**src/rtl/zcu216_clk_pkg.sv**
```systemverilog
// Shared types and default parameters for the ZCU216 ADC-clock reset sequencer.
package zcu216_clk_pkg;

  typedef enum logic [1:0] {
    WAIT_LOCK = 2'd0,
    HOLD      = 2'd1,
    RUN       = 2'd2
  } seq_state_t;

  localparam int DEF_HOLD_CYCLES = 1024;
  localparam int DEF_SYNC_STAGES = 2;
  localparam int DEF_CNT_W       = 16;

endpackage

```
**src/rtl/zcu216_sync_bit.sv**
```systemverilog
// Single-bit flop-chain synchronizer with synchronous clear; the last stage is the
// synchronized output.
module zcu216_sync_bit #(
  parameter int STAGES = 2
) (
  input  logic clk,
  input  logic clr,
  input  logic d,
  output logic q
);

  (* ASYNC_REG = "TRUE" *) logic [STAGES-1:0] sync;

  always_ff @(posedge clk) begin
    if (clr) begin
      sync <= '0;
    end else begin
      sync <= {sync[STAGES-2:0], d};
    end
  end

  assign q = sync[STAGES-1];

endmodule

```
**src/rtl/zcu216_clk_rst_sequencer.sv**
```systemverilog
// Holds ADC-clock logic in reset until MMCM lock has been stable for HOLD_CYCLES.
// Optional lock-loss counter is built only when ZCU216_CLK_SEQ_LOSS_CNT_EN is defined.
module zcu216_clk_rst_sequencer
  import zcu216_clk_pkg::*;
#(
  parameter int HOLD_CYCLES = DEF_HOLD_CYCLES,
  parameter int SYNC_STAGES = DEF_SYNC_STAGES,
  parameter int CNT_W       = DEF_CNT_W
) (
  input  logic             adc_clk,
  input  logic             adc_rst,
  input  logic             mmcm_locked,
  input  logic             rst_req,
  output logic             user_rst,
  output logic             clk_ready,
  output logic [CNT_W-1:0] lock_loss_cnt,
  output logic [1:0]       seq_state
);

  localparam logic [CNT_W-1:0] HOLD_LAST = CNT_W'(HOLD_CYCLES - 1);

  logic             locked_s;
  seq_state_t       state;
  seq_state_t       state_next;
  logic [CNT_W-1:0] hold_cnt;
  logic [CNT_W-1:0] hold_cnt_next;
  logic             loss_event;

  zcu216_sync_bit #(
    .STAGES(SYNC_STAGES)
  ) u_lock_sync (
    .clk(adc_clk),
    .clr(adc_rst),
    .d  (mmcm_locked),
    .q  (locked_s)
  );

  // Anything that does not explicitly stay or advance falls back to WAIT_LOCK,
  // which also recovers the unused encoding.
  always_comb begin
    state_next    = WAIT_LOCK;
    hold_cnt_next = '0;
    loss_event    = 1'b0;
    case (state)
      WAIT_LOCK: begin
        if (locked_s && !rst_req) state_next = HOLD;
      end
      HOLD: begin
        if (!locked_s || rst_req) begin
          state_next = WAIT_LOCK;
        end else if (hold_cnt == HOLD_LAST) begin
          state_next = RUN;
        end else begin
          state_next    = HOLD;
          hold_cnt_next = hold_cnt + 1'b1;
        end
      end
      RUN: begin
        if (!locked_s) begin
          loss_event = 1'b1;
        end else if (!rst_req) begin
          state_next = RUN;
        end
      end
      default: state_next = WAIT_LOCK;
    endcase
  end

  always_ff @(posedge adc_clk) begin
    if (adc_rst) begin
      state     <= WAIT_LOCK;
      hold_cnt  <= '0;
      user_rst  <= 1'b1;
      clk_ready <= 1'b0;
    end else begin
      state     <= state_next;
      hold_cnt  <= hold_cnt_next;
      user_rst  <= (state_next != RUN);
      clk_ready <= (state_next == RUN);
    end
  end

  assign seq_state = state;

`ifdef ZCU216_CLK_SEQ_LOSS_CNT_EN
  logic [CNT_W-1:0] loss_cnt;

  always_ff @(posedge adc_clk) begin
    if (adc_rst) begin
      loss_cnt <= '0;
    end else if (loss_event && (loss_cnt != '1)) begin
      loss_cnt <= loss_cnt + 1'b1;
    end
  end

  assign lock_loss_cnt = loss_cnt;
`else
  logic unused_loss_event;
  assign unused_loss_event = loss_event;
  assign lock_loss_cnt     = '0;
`endif

endmodule

```
**config.mk**
```make
export PLATFORM = sky130hd
export DESIGN_NAME = zcu216_clk_rst_sequencer
export DESIGN_NICKNAME = d
export VERILOG_FILES = /design/src/rtl/zcu216_clk_pkg.sv /design/src/rtl/zcu216_sync_bit.sv /design/src/rtl/zcu216_clk_rst_sequencer.sv
export SDC_FILE = /design/constraint.sdc
export NUM_CORES = 1
export LEC_CHECK = 0
export CORE_MARGIN = 2
export CORE_UTILIZATION = 48
export DETAILED_ROUTE_END_ITERATION = 7
export PLACE_DENSITY = 0.81
export RECOVER_POWER = 50
export SETUP_SLACK_MARGIN = 0.2
export SYNTH_ARGS = -nofsm -noshare
export SYNTH_HDL_FRONTEND = slang
export SYNTH_SLANG_ARGS = --single-unit
export TNS_END_PERCENT = 5
```
**constraint.sdc**
```tcl
create_clock -name adc_clk -period 1.75 [get_ports adc_clk]
set_input_delay 0.2625 -clock adc_clk [delete_from_list [all_inputs] [get_ports adc_clk]]
set_output_delay 0.2625 -clock adc_clk [all_outputs]
set_load 0.01 [all_outputs]
```
==> results.py, run 1 <==
metrics = {
    "setup_path": {
        "cp.depth": 6,
        "rr_endpoint": "hold_cnt[10]",
        "worstSetupStartpoint": "hold_cnt[0]",
        "rr_worst_depth": 6,
        "start_kind": "flip-flop",
        "worstSetupEndpoint": "hold_cnt[10]",
        "crit_chain": "ha_4 > nand4_1 > nor3_4 > buf_4 > xnor2_1 > nor2_1",
        "endpoint_kind": "flip-flop",
        "rrSetupSlack_ns": 0.13,
        "path_buf_inv": 1,
        "cp_max_fo": 4,
        "critPathRequiredTime_ns": 1.95,
        "crit_type": "reg2reg",
        "crit_family": "simple AND/OR/NAND/NOR gates",
        "r2r_start": "hold_cnt[0]",
        "cp_slowest_cell": "dfxtp_1",
        "arrival_ns": 1.83,
        "max_stage_delay_ns": 0.42,
    },
    "placed_design": {
        "gp_congestion": 0.715,
        "dp_hpwl_mm": 1.13,
        "placed_cell_area_um2": 1040,
        "pre_cts_slack_ns": 0.180,
        "port_buffers": 7,
    },
    "sta": {
        "fin_ws_ns": 0.129,
        "slew_violations": 0,
        "fmax_mhz": 617,
        "setup_tns_ns": 0,
        "hold_viol_final": 0,
        "finalCriticalPeriod_ns": 1.62,
        "holdWs_ns": 0.454,
        "setup_viol_count_final": 0,
        "finalCritPeriodShare_pct": 92.6,
        "skew_ns": 0.0116,
        "rsz0062_at_grt": "true",
    },
    "synthesis": {
        "yosys.area_share.simple_pct": 23.9,
        "synth_seq_area_share_pct": 43.6,
        "netlist.area_leader.share_pct": 43.6,
        "synth_area_leader_cell": "dfxtp_1",
        "synth_top_family_by_area": "simple AND/OR/NAND/NOR gates",
        "yosysMostFrequentCell": "dfxtp_1",
        "synth-main-ff-cell": "dfxtp_1",
        "ys_types": 25,
        "yosys-top-cells-count": "dfxtp_1 (22), nor2_1 (19), buf_4 (16)",
        "synth_edf_count": 0,
        "synthTopCellsByArea": "dfxtp_1 (44%), buf_4 (12%), xnor2_1 (10%), nor2_1 (7.1%), nor4_1 (3.1%)",
        "synth_warnings": 0,
        "synth-compound-area-share_pct": 4.21,
        "synth_seq_cells": 22,
        "synth_mux_area_share_pct": 0,
        "postSynthAreaPerCell_um2": 9.02,
        "synth_cells": 112,
        "syn_area_um2": 1010,
        "async_flop_share_pct": 0,
        "synthAdderAreaFrac_pct": 1.24,
        "synth-xor-area-share_pct": 12.1,
    },
    "status": {
        "status": "complete, no violations",
    },
    "final_layout": {
        "finalInstanceArea_um2": 1170,
        "fin_nets": 131,
        "drive_above_1_share_pct": 16.0,
        "antenna_cells": 0,
        "area_growth_pct": 15.7,
    },
    "global_route": {
        "grt_pass1_wl_mm": 2.62,
        "grt_pass1_vias": 638,
        "grt.total_usage_pct": 13.6,
        "gr-total-overflow": 0,
        "antenna_found_initial": 0,
        "grt_max_degree": 15,
    },
    "clock_tree": {
        "tritoncts": "yes",
        "cts-root-buf": "clkbuf_4",
        "cts_max_level": 1,
        "cts.path.max_buffers": 2,
        "clock_latency_ns": 0.31,
        "cts_buffers": 3,
        "clk_pin_slew_ns": 0.12,
        "ctsHoldBuffers": 0,
        "cts_num_sinks": 22,
    },
    "floorplan": {
        "dieArea_um2": 2490,
        "io_pins": 24,
        "die_w_um": 49.9,
        "start_util_pct": 50.9,
        "rows": 16,
        "dieHeight_um": 49.9,
        "core_area_um2": 1980,
    },
    "hold_path": {
        "hold_path_class": "reg2reg",
    },
    "routing": {
        "drt_pass1_iterations": 4,
        "drc": 0,
        "postRouteAntennaNets": 0,
        "vias": 755,
        "wl_per_cell_um": 11.8,
        "routed_wl_mm": 1.80,
        "routed_via_density": 4.97,
        "drtIter0Drc": 14,
    },
    "power": {
        "leakagePower_nw": 0.421,
        "ir_drop_uv": 480,
        "p_per_area_nw_per_um2": 687,
    },
    "run": {
        "maxCapViolCount": 0,
    },
}
-- per-stage QoR --
step	utilization (%)	instances	total power, mW
4_1_cts	54.5	148	0.811
5_1_grt	59.0	152	0.836
3_3_place_gp	52.4	144	0.541
2_1_floorplan	-	127	0.560
6_report	59.0	152	0.803
3_5_place_dp	52.4	144	0.541
-- cell type report --
cell class	count	area [um^2]
clock buffer	4	36.3
fill	168	813
inverter	4	15.0
multi-input combinational	85	544
sequential	22	447
tap	27	33.8
timing repair buffer	10	92.6
-- report_power, final --
group	total [mW]	switching, mW	internal (mW)
logic	0.0264	0.0187	0.00774
clock network	0.274	0.146	0.127
registers	0.503	0.00128	0.501
total	0.803	0.166	0.636
-- sequential cells by signal, indices dropped and copies added, names as in the netlist --
register          flops
clk_ready             1
user_rst              1
seq_state             2
hold_cnt             16
u_lock_sync.sync      2
-- logic make-up (layout without fill, tap and decap cells) --
logic type / after synthesis / count (layout)
simple gates: 48 / 48
flops: 22 / 22
buf+inv: 21 / 18
xor+xnor: 14 / 14
compound gates: 5 / 6
fa+ha+maj: 1 / 1
other cells: 1 / 16
-- per-layer routing --
layer,part of all wire (%),GRT usage [%],up-vias
li1,-,-,368
met1,42,16.3,359
met4,2.4,9.26,0
met2,52,22.0,22
met3,3.1,2.12,6
met5,0,0,-
-- repair_timing --
action	CTS	global route
pin swaps	0	8
endpoints found under the setup margin	18	19
buffers inserted	0	3
gates cloned	0	1
gates resized for setup	1	15
-- cell usage in the layout (no fill, tap or decap), types with 3 or more instances in the layout --
cell             netlist  final
xnor2_1               12     12
inv_1                  4      4
dfxtp_1               22     19
nand3_1                4      4
nor4_1                 5      4
conb_1                 1     16
clkbuf_4               0      3
nand4_1                4      4
nor2_1                19     19
buf_4                 16      3
dlygate4sd3_1          0      3
nand2_1                5      5
clkdlybuf4s50_1        0      4
-- worst min path at each step --
stage / start / endpoint / slack (ns) / depth (start not counted)
finish: u_lock_sync.sync[0] / u_lock_sync.sync[1] / 0.45 / 1
global route: u_lock_sync.sync[0] / u_lock_sync.sync[1] / 0.47 / 1
CTS: u_lock_sync.sync[0] / u_lock_sync.sync[1] / 0.46 / 1
detailed placement: u_lock_sync.sync[0] / u_lock_sync.sync[1] / 0.43 / 1
global placement: u_lock_sync.sync[0] / u_lock_sync.sync[1] / 0.42 / 1
floorplan: adc_rst / u_lock_sync.sync[0] / 0.33 / 1
(Power assumes the default switching activity.)
==> run 2: changes to the inputs <==
--- a/config.mk
+++ b/config.mk
@@ -8,10 +8,11 @@
 export CORE_MARGIN = 2
 export CORE_UTILIZATION = 48
 export DETAILED_ROUTE_END_ITERATION = 7
+export GPL_ROUTABILITY_DRIVEN = 0
+export GPL_TIMING_DRIVEN = 0
 export PLACE_DENSITY = 0.81
 export RECOVER_POWER = 50
 export SETUP_SLACK_MARGIN = 0.2
 export SYNTH_ARGS = -nofsm -noshare
 export SYNTH_HDL_FRONTEND = slang
 export SYNTH_SLANG_ARGS = --single-unit
-export TNS_END_PERCENT = 5
==> run 2 against run 1 <==
Non-clock buffer count is 20 higher; maximum frequency up 1.9%; hold slack lost 0.0059 ns; setup slack improved by 0.029 ns; total power is 5.2% higher; sequential power hardly changed; sequential cell count unchanged; critical path type unchanged; critical endpoint unchanged; highest routed layer unchanged.
==> results.py, run 2 (synthesis gave the netlist of run 1 again) <==
metrics = {
    "setup_path": {
        "worstSetupEndpoint": "hold_cnt[10]",
        "r2r_start": "hold_cnt[0]",
        "cp_max_fo": 4,
        "crit_type": "reg2reg",
        "rr_endpoint": "hold_cnt[10]",
        "arrival_ns": 1.81,
        "start_kind": "flip-flop",
        "critPathRequiredTime_ns": 1.97,
        "rrSetupSlack_ns": 0.16,
        "rr_worst_depth": 6,
        "endpoint_kind": "flip-flop",
        "worstSetupStartpoint": "hold_cnt[0]",
    },
    "routing": {
        "routed_wl_mm": 2.00,
        "wl_per_cell_um": 11.7,
        "routed_via_density": 4.86,
        "vias": 831,
        "drc": 0,
        "drt_pass1_iterations": 4,
        "postRouteAntennaNets": 0,
        "drtIter0Drc": 19,
    },
    "clock_tree": {
        "clk_pin_slew_ns": 0.13,
        "cts.path.max_buffers": 2,
        "ctsHoldBuffers": 0,
        "clock_latency_ns": 0.32,
        "cts-root-buf": "clkbuf_4",
        "cts_buffers": 3,
        "cts_max_level": 1,
        "tritoncts": "yes",
        "cts_num_sinks": 22,
    },
    "run": {
        "maxCapViolCount": 0,
    },
    "global_route": {
        "grt.total_usage_pct": 15.5,
        "gr-total-overflow": 0,
        "antenna_found_initial": 0,
        "grt_pass1_vias": 734,
        "grt_pass1_wl_mm": 3.00,
        "grt_max_degree": 13,
    },
    "sta": {
        "setup_tns_ns": 0,
        "skew_ns": 0.0110,
        "rsz0062_at_grt": "true",
        "finalCritPeriodShare_pct": 90.9,
        "finalCriticalPeriod_ns": 1.59,
        "slew_violations": 0,
        "hold_viol_final": 0,
        "setup_viol_count_final": 0,
        "fmax_mhz": 628,
    },
    "final_layout": {
        "regMostFlops": "hold_cnt",
        "antenna_cells": 0,
        "fin_nets": 150,
        "final_common_cell": "buf_4",
        "layout_common_cells": "buf_4 (21), nor2_1 (18), dfxtp_1 (18)",
        "area_growth_pct": 28.5,
        "drive_above_1_share_pct": 25.7,
        "fillers": 153,
        "largest_reg_flops": 16,
        "final_core_util_pct": 65.5,
    },
    "floorplan": {
        "dieArea_um2": 2490,
        "start_util_pct": 50.9,
        "dieHeight_um": 49.9,
        "die_w_um": 49.9,
        "core_area_um2": 1980,
        "io_pins": 24,
        "rows": 16,
    },
    "power": {
        "p_total_uw": 844,
        "p_per_area_nw_per_um2": 651,
        "leakagePower_nw": 0.524,
        "ir_drop_uv": 507,
    },
    "hold_path": {
        "hold_path_class": "reg2reg",
        "holdPathStages": 1,
    },
    "placed_design": {
        "dp_hpwl_mm": 1.24,
        "port_buffers": 7,
    },
    "status": {
        "status": "complete, no violations",
    },
}
## run 2: power by group
group          switching (mW)  total (mW)  internal, mW
Combinational          0.0232      0.0538        0.0306
Sequential            0.00111       0.503         0.502
Clock                   0.160       0.288         0.127
## run 2: cell type report
cell class | instances | area, um^2 | share of cell area, %
well taps | 27 | 33.8 | 2.60
flip-flops and latches | 22 | 448 | 34.5
repair buffers | 13 | 133 | 10.2
inverters | 4 | 15.0 | 1.16
multi-input cells | 84 | 497 | 38.3
plain buffers | 17 | 135 | 10.4
clock buffers | 4 | 36.3 | 2.80
## run 2: how the worst min path moves through the flow
| stage | start | endpoint | slack, ns |
|---|---|---|---|
| floorplan | adc_rst | u_lock_sync.sync[0] | 0.33 |
| global placement | u_lock_sync.sync[0] | u_lock_sync.sync[1] | 0.42 |
| detailed placement | hold_cnt[0] | hold_cnt[0] | 0.44 |
| CTS | hold_cnt[0] | hold_cnt[0] | 0.46 |
| global route | u_lock_sync.sync[0] | u_lock_sync.sync[1] | 0.47 |
| finish | seq_state[1] | seq_state[0] | 0.45 |
## run 2: routing by layer
metal | share of wire [%] | wire length [um] | vias to the layer above | global-route usage (%)
met5 | 0 | 0 | - | 0
met4 | 5.1 | 102 | 0 | 7.41
met3 | 5.3 | 105 | 12 | 1.82
met2 | 51 | 1020 | 38 | 27.3
met1 | 38 | 767 | 372 | 18.5
li1 | - | - | 409 | -
## run 2: through the flow
step / setup slack [ns] / instance area, um^2 / cells / hold slack [ns]
finish: 0.159 / 1300 / 171 / 0.448
global route: 0.0866 / 1300 / 171 / 0.475
CTS: 0.212 / 1250 / 168 / 0.457
detailed placement: 0.0851 / 1170 / 161 / 0.438
global placement: 0.127 / 1170 / 161 / 0.423
floorplan: 0.291 / 1070 / 127 / 0.334
## run 2: critical path, cell delays in order (launching register included)
cell and delay, ns:
dfxtp_2 0.37, ha_1 0.19, nand4_1 0.23, nor3_2 0.32, a21o_4 0.21, buf_4 0.13, nor2_1 0.04
## run 2: repair_timing
action | 4_1_cts | 5_1_grt
buffers inserted | 3 | 2
pin swaps | 2 | 4
resized for setup | 6 | 7
gates cloned | 0 | 1
endpoints found under the setup margin | 15 | 16
